$ cat config.mk
export PLATFORM = sky130hd
export DESIGN_NAME = quad_decoder
export DESIGN_NICKNAME = d
export VERILOG_FILES = /design/src/rtl/qdec_pkg.sv /design/src/rtl/qdec_filter.sv /design/src/rtl/quad_decoder.sv
export SDC_FILE = /design/constraint.sdc
export NUM_CORES = 1
export LEC_CHECK = 0
export ABC_AREA = 0
export BUFFER_PORTS_ARGS = -buffer_cell sky130_fd_sc_hd__buf_2
export CAP_MARGIN = 20
export CORE_MARGIN = 4
export CORE_UTILIZATION = 50
export CTS_CLUSTER_DIAMETER = 40
export CTS_CLUSTER_SIZE = 40
export DETAILED_ROUTE_END_ITERATION = 12
export PLACE_DENSITY = 0.78
export SYNTH_ARGS = -nofsm -noshare
export SYNTH_HDL_FRONTEND = slang
export SYNTH_SLANG_ARGS = --single-unit
$ cat constraint.sdc
create_clock -name clk -period 2.1 [get_ports clk]
set_input_delay 0.105 -clock clk [delete_from_list [all_inputs] [get_ports clk]]
set_output_delay 0.105 -clock clk [all_outputs]
set_load 0.01 [all_outputs]
$ cat src/rtl/qdec_pkg.sv
// Shared types and constants for the quadrature decoder.
// Holds the {A,B} state enum, the synchronizer depth and the error-counter width.
package qdec_pkg;

   localparam int SYNC_STAGES = 2;
   localparam int ERR_CNT_W   = 8;

   // The encoding is the {A,B} level pair, so a sample casts straight to a state
   typedef enum logic [1:0] {
      S00 = 2'b00,
      S01 = 2'b01,
      S10 = 2'b10,
      S11 = 2'b11
   } qstate_e;

   // A leads B: S00 -> S10 -> S11 -> S01 -> S00
   function automatic logic is_up(qstate_e cur, qstate_e nxt);
      logic up;
      up = 1'b0;
      unique case (cur)
         S00: up = (nxt == S10);
         S10: up = (nxt == S11);
         S11: up = (nxt == S01);
         S01: up = (nxt == S00);
         default: up = 1'b0;
      endcase
      return up;
   endfunction

endpackage

$ cat src/rtl/qdec_filter.sv
// Per-channel glitch filter: output follows input after FILTER_LEN equal, differing samples.
// Ports: clk, rst (sync, high), vld_i/d_i sample in, q_o filtered level, vld_o primed flag.
module qdec_filter
   import qdec_pkg::*;
#(
   parameter int FILTER_LEN = 3
) (
   input  logic clk,
   input  logic rst,
   input  logic vld_i,
   input  logic d_i,
   output logic q_o,
   output logic vld_o
);

   logic [3:0] cnt_q;
   logic       q_q;
   logic       prim_q;

   always_ff @(posedge clk) begin
      if (rst) begin
         cnt_q  <= '0;
         q_q    <= 1'b0;
         prim_q <= 1'b0;
      end else if (vld_i) begin
         if (!prim_q) begin
            // First real sample loads directly so the decoder seed is a true level
            q_q    <= d_i;
            prim_q <= 1'b1;
            cnt_q  <= '0;
         end else if (d_i != q_q) begin
            if (cnt_q == 4'(FILTER_LEN - 1)) begin
               q_q   <= d_i;
               cnt_q <= '0;
            end else begin
               cnt_q <= cnt_q + 4'd1;
            end
         end else begin
            cnt_q <= '0;
         end
      end
   end

   assign q_o   = q_q;
   assign vld_o = prim_q;

endmodule

$ cat src/rtl/quad_decoder.sv
// Quadrature decoder: synchronizes A/B, optionally filters them (QDEC_FILTER_EN), decodes steps.
// Ports: clk, rst, a_i, b_i in; ce_o, up_o step pulse, err_o illegal pulse, err_cnt_o count.
module quad_decoder
   import qdec_pkg::*;
#(
   parameter int FILTER_LEN = 3
) (
   input  logic                 clk,
   input  logic                 rst,
   input  logic                 a_i,
   input  logic                 b_i,
   output logic                 ce_o,
   output logic                 up_o,
   output logic                 err_o,
   output logic [ERR_CNT_W-1:0] err_cnt_o
);

   if (FILTER_LEN < 2 || FILTER_LEN > 15) begin : g_bad_len
      $error("FILTER_LEN out of range 2..15");
   end

   logic [SYNC_STAGES-1:0] sa_q, sb_q, sv_q;

   // sv_q tracks which synchronizer stages hold real post-reset samples
   always_ff @(posedge clk) begin
      if (rst) begin
         sa_q <= '0;
         sb_q <= '0;
         sv_q <= '0;
      end else begin
         sa_q <= {sa_q[SYNC_STAGES-2:0], a_i};
         sb_q <= {sb_q[SYNC_STAGES-2:0], b_i};
         sv_q <= {sv_q[SYNC_STAGES-2:0], 1'b1};
      end
   end

   logic src_a, src_b, src_v;

`ifdef QDEC_FILTER_EN
   logic va, vb;

   qdec_filter #(.FILTER_LEN(FILTER_LEN)) u_fa (
      .clk   (clk),
      .rst   (rst),
      .vld_i (sv_q[SYNC_STAGES-1]),
      .d_i   (sa_q[SYNC_STAGES-1]),
      .q_o   (src_a),
      .vld_o (va)
   );

   qdec_filter #(.FILTER_LEN(FILTER_LEN)) u_fb (
      .clk   (clk),
      .rst   (rst),
      .vld_i (sv_q[SYNC_STAGES-1]),
      .d_i   (sb_q[SYNC_STAGES-1]),
      .q_o   (src_b),
      .vld_o (vb)
   );

   assign src_v = va & vb;
`else
   assign src_a = sa_q[SYNC_STAGES-1];
   assign src_b = sb_q[SYNC_STAGES-1];
   assign src_v = sv_q[SYNC_STAGES-1];
`endif

   logic [1:0] smp_q;
   logic       smp_vld_q;

   always_ff @(posedge clk) begin
      if (rst) begin
         smp_q     <= '0;
         smp_vld_q <= 1'b0;
      end else begin
         smp_q     <= {src_a, src_b};
         smp_vld_q <= src_v;
      end
   end

   qstate_e              state_q;
   qstate_e              nxt;
   logic [1:0]           chg;
   logic                 seeded_q;
   logic                 ce_q, up_q, err_q;
   logic [ERR_CNT_W-1:0] err_cnt_q, err_cnt_d;

   always_comb begin
      nxt       = qstate_e'(smp_q);
      chg       = smp_q ^ state_q;
      err_cnt_d = err_cnt_q;
      if (err_cnt_q != {ERR_CNT_W{1'b1}}) begin
         err_cnt_d = err_cnt_q + 1'b1;
      end
   end

   always_ff @(posedge clk) begin
      if (rst) begin
         state_q   <= S00;
         seeded_q  <= 1'b0;
         ce_q      <= 1'b0;
         up_q      <= 1'b0;
         err_q     <= 1'b0;
         err_cnt_q <= '0;
      end else begin
         ce_q  <= 1'b0;
         up_q  <= 1'b0;
         err_q <= 1'b0;
         if (smp_vld_q) begin
            if (!seeded_q) begin
               state_q  <= nxt;
               seeded_q <= 1'b1;
            end else begin
               unique case (1'b1)
                  (chg == 2'b11): begin
                     err_q     <= 1'b1;
                     err_cnt_q <= err_cnt_d;
                     state_q   <= nxt;
                  end
                  (chg == 2'b01 || chg == 2'b10): begin
                     ce_q    <= 1'b1;
                     up_q    <= is_up(state_q, nxt);
                     state_q <= nxt;
                  end
                  default: ;
               endcase
            end
         end
      end
   end

   assign ce_o      = ce_q;
   assign up_o      = up_q;
   assign err_o     = err_q;
   assign err_cnt_o = err_cnt_q;

endmodule
==> flow_metrics.tcl, run 1 <==
set metrics [dict create \
    worstSetupEndpointType "flop" \
    first_global_vias 628 \
    critPathLaunchType "flop" \
    die_y_microns 50.3 \
    fin_nets 116 \
    place_congestion 0.776 \
    diodes 0 \
    finalSetupTns_ps 0 \
    cts_setup_buffers 0 \
    syn_avg_cell_area_sq_um 9.94 \
    core.rowCount 15 \
    grt_usage_pct 13.6 \
    clk_path_buf_depth 2 \
    wl_microns 1500 \
    htree_levels 1 \
    syn2layout_area_growth_pct 17.1 \
    syn_nets 97 \
    yosys_warnings 0 \
    cpLargestDelayFamily "simple AND/OR/NAND/NOR gates" \
    rsz0062_at_grt "no" \
    cp_data_arrival_time_ps 2180 \
    ir_drop_v 0.000509 \
    via_per_inst 5.13 \
    drv_slew 0 \
    antenna_found_initial 0 \
    synthCells 90 \
    drive_above_1_share_pct 24.1 \
    crit_type "reg -> reg" \
    grt_overflow_total 0 \
    die_area_sq_mm 0.00253 \
    vias 682 \
    cp.required_ps 2350 \
    p_leak_nw 0.434 \
    tightestPinTransition_ps 385 \
    maxCapViolations 0 \
    status "completed" \
    path_max_fanout 7 \
    synth_cell_types 28 \
    final_cell_mix "21 x dfxtp_1, 14 x buf_2, 11 x nor2_1, 8 x nor2b_1" \
    core_sq_mm 0.00171 \
    path_cells "xor2_2, ha_2, nand3_4, or2_1, or4_1, a21oi_1" \
    start_util_pct 52.4 \
    hold-worst-slack_ps 151 \
    die_x_microns 50.3 \
    post-route-period-util_pct 92.0 \
    skew_ps 4.01 \
    fillers 148 \
    cp_slowest_stage_delay_ps 520 \
    cts.sinks 23 \
    cts.reportedPaths.clkPinSlew_ps 130 \
    worst-path-buf-inv 0 \
    drc 0 \
    power.density_mw_per_mm2 651 \
    setup_viol 0 \
    ant_nets 0 \
    cts-root-buf "clkbuf_4" \
    fin_crit_ps 1930 \
    relSlewSlack_pct 74.1 \
    portBuffers 14 \
    synth-seq-cells 23 \
    cts_tree "done" \
    num_io_pins 15 \
    min_path_type "in -> reg" \
    syn-cell-area_sq_um 895 \
    synth_seq_area_share_pct 51.5 \
    fmax_mhz 518 \
    dp_hpwl_microns 1080 \
    cp_slowest_cell "or4_1" \
    drt_iter0_markers 13 \
    dr.pass1.iters 4 \
    hold_viol 0 \
    grt_pass1_wl_microns 2590 \
    cts_inserted_buffers 3 \
    grt_max_degree 22 \
    clk_latency_ps 310 \
    layout_commonest_cell "dfxtp_1" \
    wire_per_inst_microns 11.3 \
]
[what timing repair did]
action / CTS / global route
setup endpoints to repair: 0 / 1
hold buffers: 2 / 0
resized for setup: 0 / 4
endpoints found under the hold margin: 2 / 0
[logic make-up (layout without fill, tap and decap cells)]
logic type | Yosys count | count (layout) | synth area share, %
AOI/OAI and AO/OA | 10 | 10 | 6.99
xor gates and xnor gates | 6 | 6 | 5.88
adders and majority gates | 3 | 3 | 4.20
buffers and inverters | 5 | 23 | 2.52
DFF | 23 | 23 | 51.5
muxes | 3 | 3 | 3.36
and+or+nand+nor | 40 | 40 | 25.6
[registers in the layout, indices dropped and copies added, names as in the netlist]
signal / flops
err_o: 1
nxt: 2
up_o: 1
seeded_q: 1
ce_o: 1
state_q: 2
sv_q: 2
smp_vld_q: 1
sa_q: 2
sb_q: 2
err_cnt_o: 8
[Yosys cell counts, drive strengths merged]
| cell type | n | area [sq um] |
|---|---|---|
| dfxtp | 23 | 460 |
| nor2 | 11 | 41.3 |
| nor2b | 8 | 50.1 |
| nand3 | 5 | 37.5 |
| nor3 | 4 | 20.0 |
| a211oi | 3 | 22.5 |
| a21oi | 3 | 15.0 |
| and3 | 3 | 20.0 |
| ha | 3 | 37.5 |
| inv | 3 | 11.3 |
| mux2i | 3 | 30.0 |
| xnor2 | 3 | 26.3 |
| xor2 | 3 | 26.3 |
| and4 | 2 | 18.8 |
| nand2 | 2 | 7.51 |
| o21ai | 2 | 10.0 |
| a21boi | 1 | 7.51 |
| buf | 1 | 7.51 |
| clkbuf | 1 | 3.75 |
| nand4 | 1 | 6.26 |
| nor4 | 1 | 6.26 |
| o31ai | 1 | 7.51 |
| or2 | 1 | 6.26 |
| or3 | 1 | 7.51 |
| or4 | 1 | 7.51 |
[report_power, final]
part           leakage, nW  total [W]  internal [W]  switching [W]
clock network       0.0139   0.000207     0.0000726       0.000135
registers            0.188   0.000451      0.000445     0.00000562
logic                0.232  0.0000235     0.0000118      0.0000117
[metal layers]
metal | wire length, microns | GRT usage (%)
met1 | 669 | 14.8
met2 | 706 | 23.3
met3 | 90 | 2.97
met4 | 36 | 9.42
met5 | 0 | 0
[cell type report]
class,instances,area [sq um],area share [%]
Clock buffer,3,22.5,2.15
Clock inverter,1,7.51,0.717
Inverter,3,11.3,1.08
Multi-Input combinational cell,62,422,40.3
Sequential cell,23,463,44.2
Tap cell,25,31.3,2.99
Timing Repair Buffer,16,90.1,8.60
[through the flow]
stage | instances | utilization [%] | instance area, sq um | setup slack, ps | power (W)
floorplan | 90 | - | 895 | 291 | 0.000475
global placement | 127 | 57.7 | 985 | 238 | 0.000479
detailed placement | 127 | 57.7 | 985 | 112 | 0.000481
CTS | 133 | 60.6 | 1030 | 58.2 | 0.000687
global route | 133 | 61.3 | 1050 | 7.01 | 0.000720
finish | 133 | 61.3 | 1050 | 168 | 0.000682
[path summary, 6_finish.rpt]
check	cells past startpoint	slack, ps	endpoint	start
setup / recovery	6	170	err_cnt_o[5]	state_q[1]
hold / removal	2	150	sv_q[0]	rst
setup reg to reg	6	170	err_cnt_o[5]	state_q[1]
hold reg to reg	1	450	sa_q[1]	sa_q[0]
(Power assumes the default switching activity.)
==> run 2: changes to the inputs <==
==> constraint.sdc (replaced) <==
create_clock -name clk -period 2.4 [get_ports clk]
set_input_delay 0.12 -clock clk [delete_from_list [all_inputs] [get_ports clk]]
set_output_delay 0.12 -clock clk [all_outputs]
set_load 0.01 [all_outputs]
==> flow_metrics.tcl, run 2 (synthesis results as in run 1) <==
set metrics [dict create \
    pwr-share-seq_pct 66.6 \
    grt_usage_pct 13.2 \
    skew_ps 2.73 \
    cpLargestDelayFamily "simple AND/OR/NAND/NOR gates" \
    drt_iter0_markers 6 \
    design_area_sq_mm 0.00101 \
    cts_resized 0 \
    multiInputGateArea_sq_um 412 \
    cts_inserted_buffers 3 \
    wl_microns 1430 \
    fin_nets 114 \
    vias 667 \
    drv_slew 0 \
    grt_overflow_total 0 \
    crit_type "reg -> reg" \
    setup_ws_ps 404 \
    cts_tree "done" \
    clockPowerShare_pct 30.4 \
    drc 0 \
    cts.reportedPaths.clkPinSlew_ps 130 \
    internal_power_w 0.000461 \
    path_max_fanout 7 \
    status "completed" \
    finalSetupTns_ps 0 \
    diodes 0 \
    comb_power_share_pct 3.0 \
    wire_per_inst_microns 10.9 \
    first_global_vias 620 \
    maxCapViolations 0 \
    grt_max_degree 22 \
    syn2layout_area_growth_pct 13.4 \
    worst-path-buf-inv 0 \
    core_sq_mm 0.00171 \
    min_path_cells 2 \
    place_congestion 0.776 \
    die_x_microns 50.3 \
    clk_path_buf_depth 2 \
    htree_levels 1 \
    dp_hpwl_microns 1060 \
    seq_area_sq_um 460 \
    power.density_mw_per_mm2 583 \
    timing.rr.start "nxt[1]" \
    core.rowCount 15 \
    p_leak_nw 0.428 \
    ctsHoldBuffers 0 \
    die_y_microns 50.3 \
    hold-worst-slack_ps 11.7 \
    cp_data_arrival_time_ps 2250 \
    setup_viol 0 \
    path_cells "xor2_1, ha_1, nand3_4, or2_1, or4_1, a21oi_1" \
    worstSetupEndpointType "flop" \
    dpl_worst_slack_ps 431 \
    critPathLaunchType "flop" \
    min_path_type "in -> reg" \
    final_cell_mix "23 x dfxtp_1, 14 x buf_2, 11 x nor2_1, 8 x nor2b_1" \
    final_util_pct 59.4 \
    worstHoldStart "b_i" \
    grt_pass1_wl_microns 2570 \
    p_switching_w 0.000130 \
    cp.required_ps 2650 \
    sw_frac_of_total_pct 22.0 \
    fin_crit_ps 2000 \
    path_depth 6 \
    num_io_pins 15 \
    drive_above_1_share_pct 20.8 \
    die_area_sq_mm 0.00253 \
    fmax_mhz 501 \
    clk_latency_ps 310 \
    rsz0062_at_grt "no" \
    ir_drop_v 0.000453 \
    start_util_pct 52.4 \
    post-route-period-util_pct 83.1 \
    portBuffers 14 \
    via_per_inst 5.09 \
    antenna_found_initial 0 \
    dr.pass1.iters 4 \
    cts-root-buf "clkbuf_4" \
    cp_slowest_cell "or4_1" \
    crit_path_start "nxt[1]" \
    layout_commonest_cell "dfxtp_1" \
    ant_nets 0 \
    hold_viol 0 \
    cp_slowest_stage_delay_ps 530 \
    relSlewSlack_pct 70.1 \
    r2r_cells 6 \
    largest_reg_flops 8 \
    post_dp_cell_area_sq_um 985 \
    cts.sinks 23 \
    tightestPinTransition_ps 444 \
    fillers 146 \
    cts_setup_buffers 0 \
]
## run 2: path summary, 6_finish.rpt
kind / end / slack [ps]
worst max-delay path: err_cnt_o[5] / 400
worst min-delay path: sb_q[0] / 10
worst max register to register: err_cnt_o[5] / 400
worst min register to register: nxt[1] / 450
## run 2: metrics by stage
step                      power [W]  cells
final                      0.000591    131
after global routing       0.000624    131
after CTS                  0.000598    131
after detailed placement   0.000421    127
after global placement     0.000419    127
after floorplan            0.000415     90
## run 2: power by group through the flow
stage                     clock network, W  registers, W  logic (W)
after detailed placement                 0      0.000403  0.0000183
after CTS                         0.000186      0.000394  0.0000183
after global routing              0.000208      0.000395  0.0000211
after floorplan                          0      0.000401  0.0000141
final                             0.000180      0.000394  0.0000177
after global placement                   0      0.000402  0.0000172
## run 2: layout make-up
class,count,area share [%]
multi-input cells,62,40.6
well taps,25,3.08
inverters,3,1.11
clock buffers,3,2.22
clock inverters,1,0.740
repair buffers,14,6.91
flip-flops and latches,23,45.4
## run 2: layer usage
| layer | GRT usage [%] | share of wire [%] | up-vias |
|---|---|---|---|
| met5 | 0 | 0 | - |
| met3 | 2.08 | 4.5 | 5 |
| met4 | 9.42 | 2.9 | 0 |
| li1 | - | - | 342 |
| met2 | 21.3 | 44 | 13 |
| met1 | 15.8 | 49 | 307 |
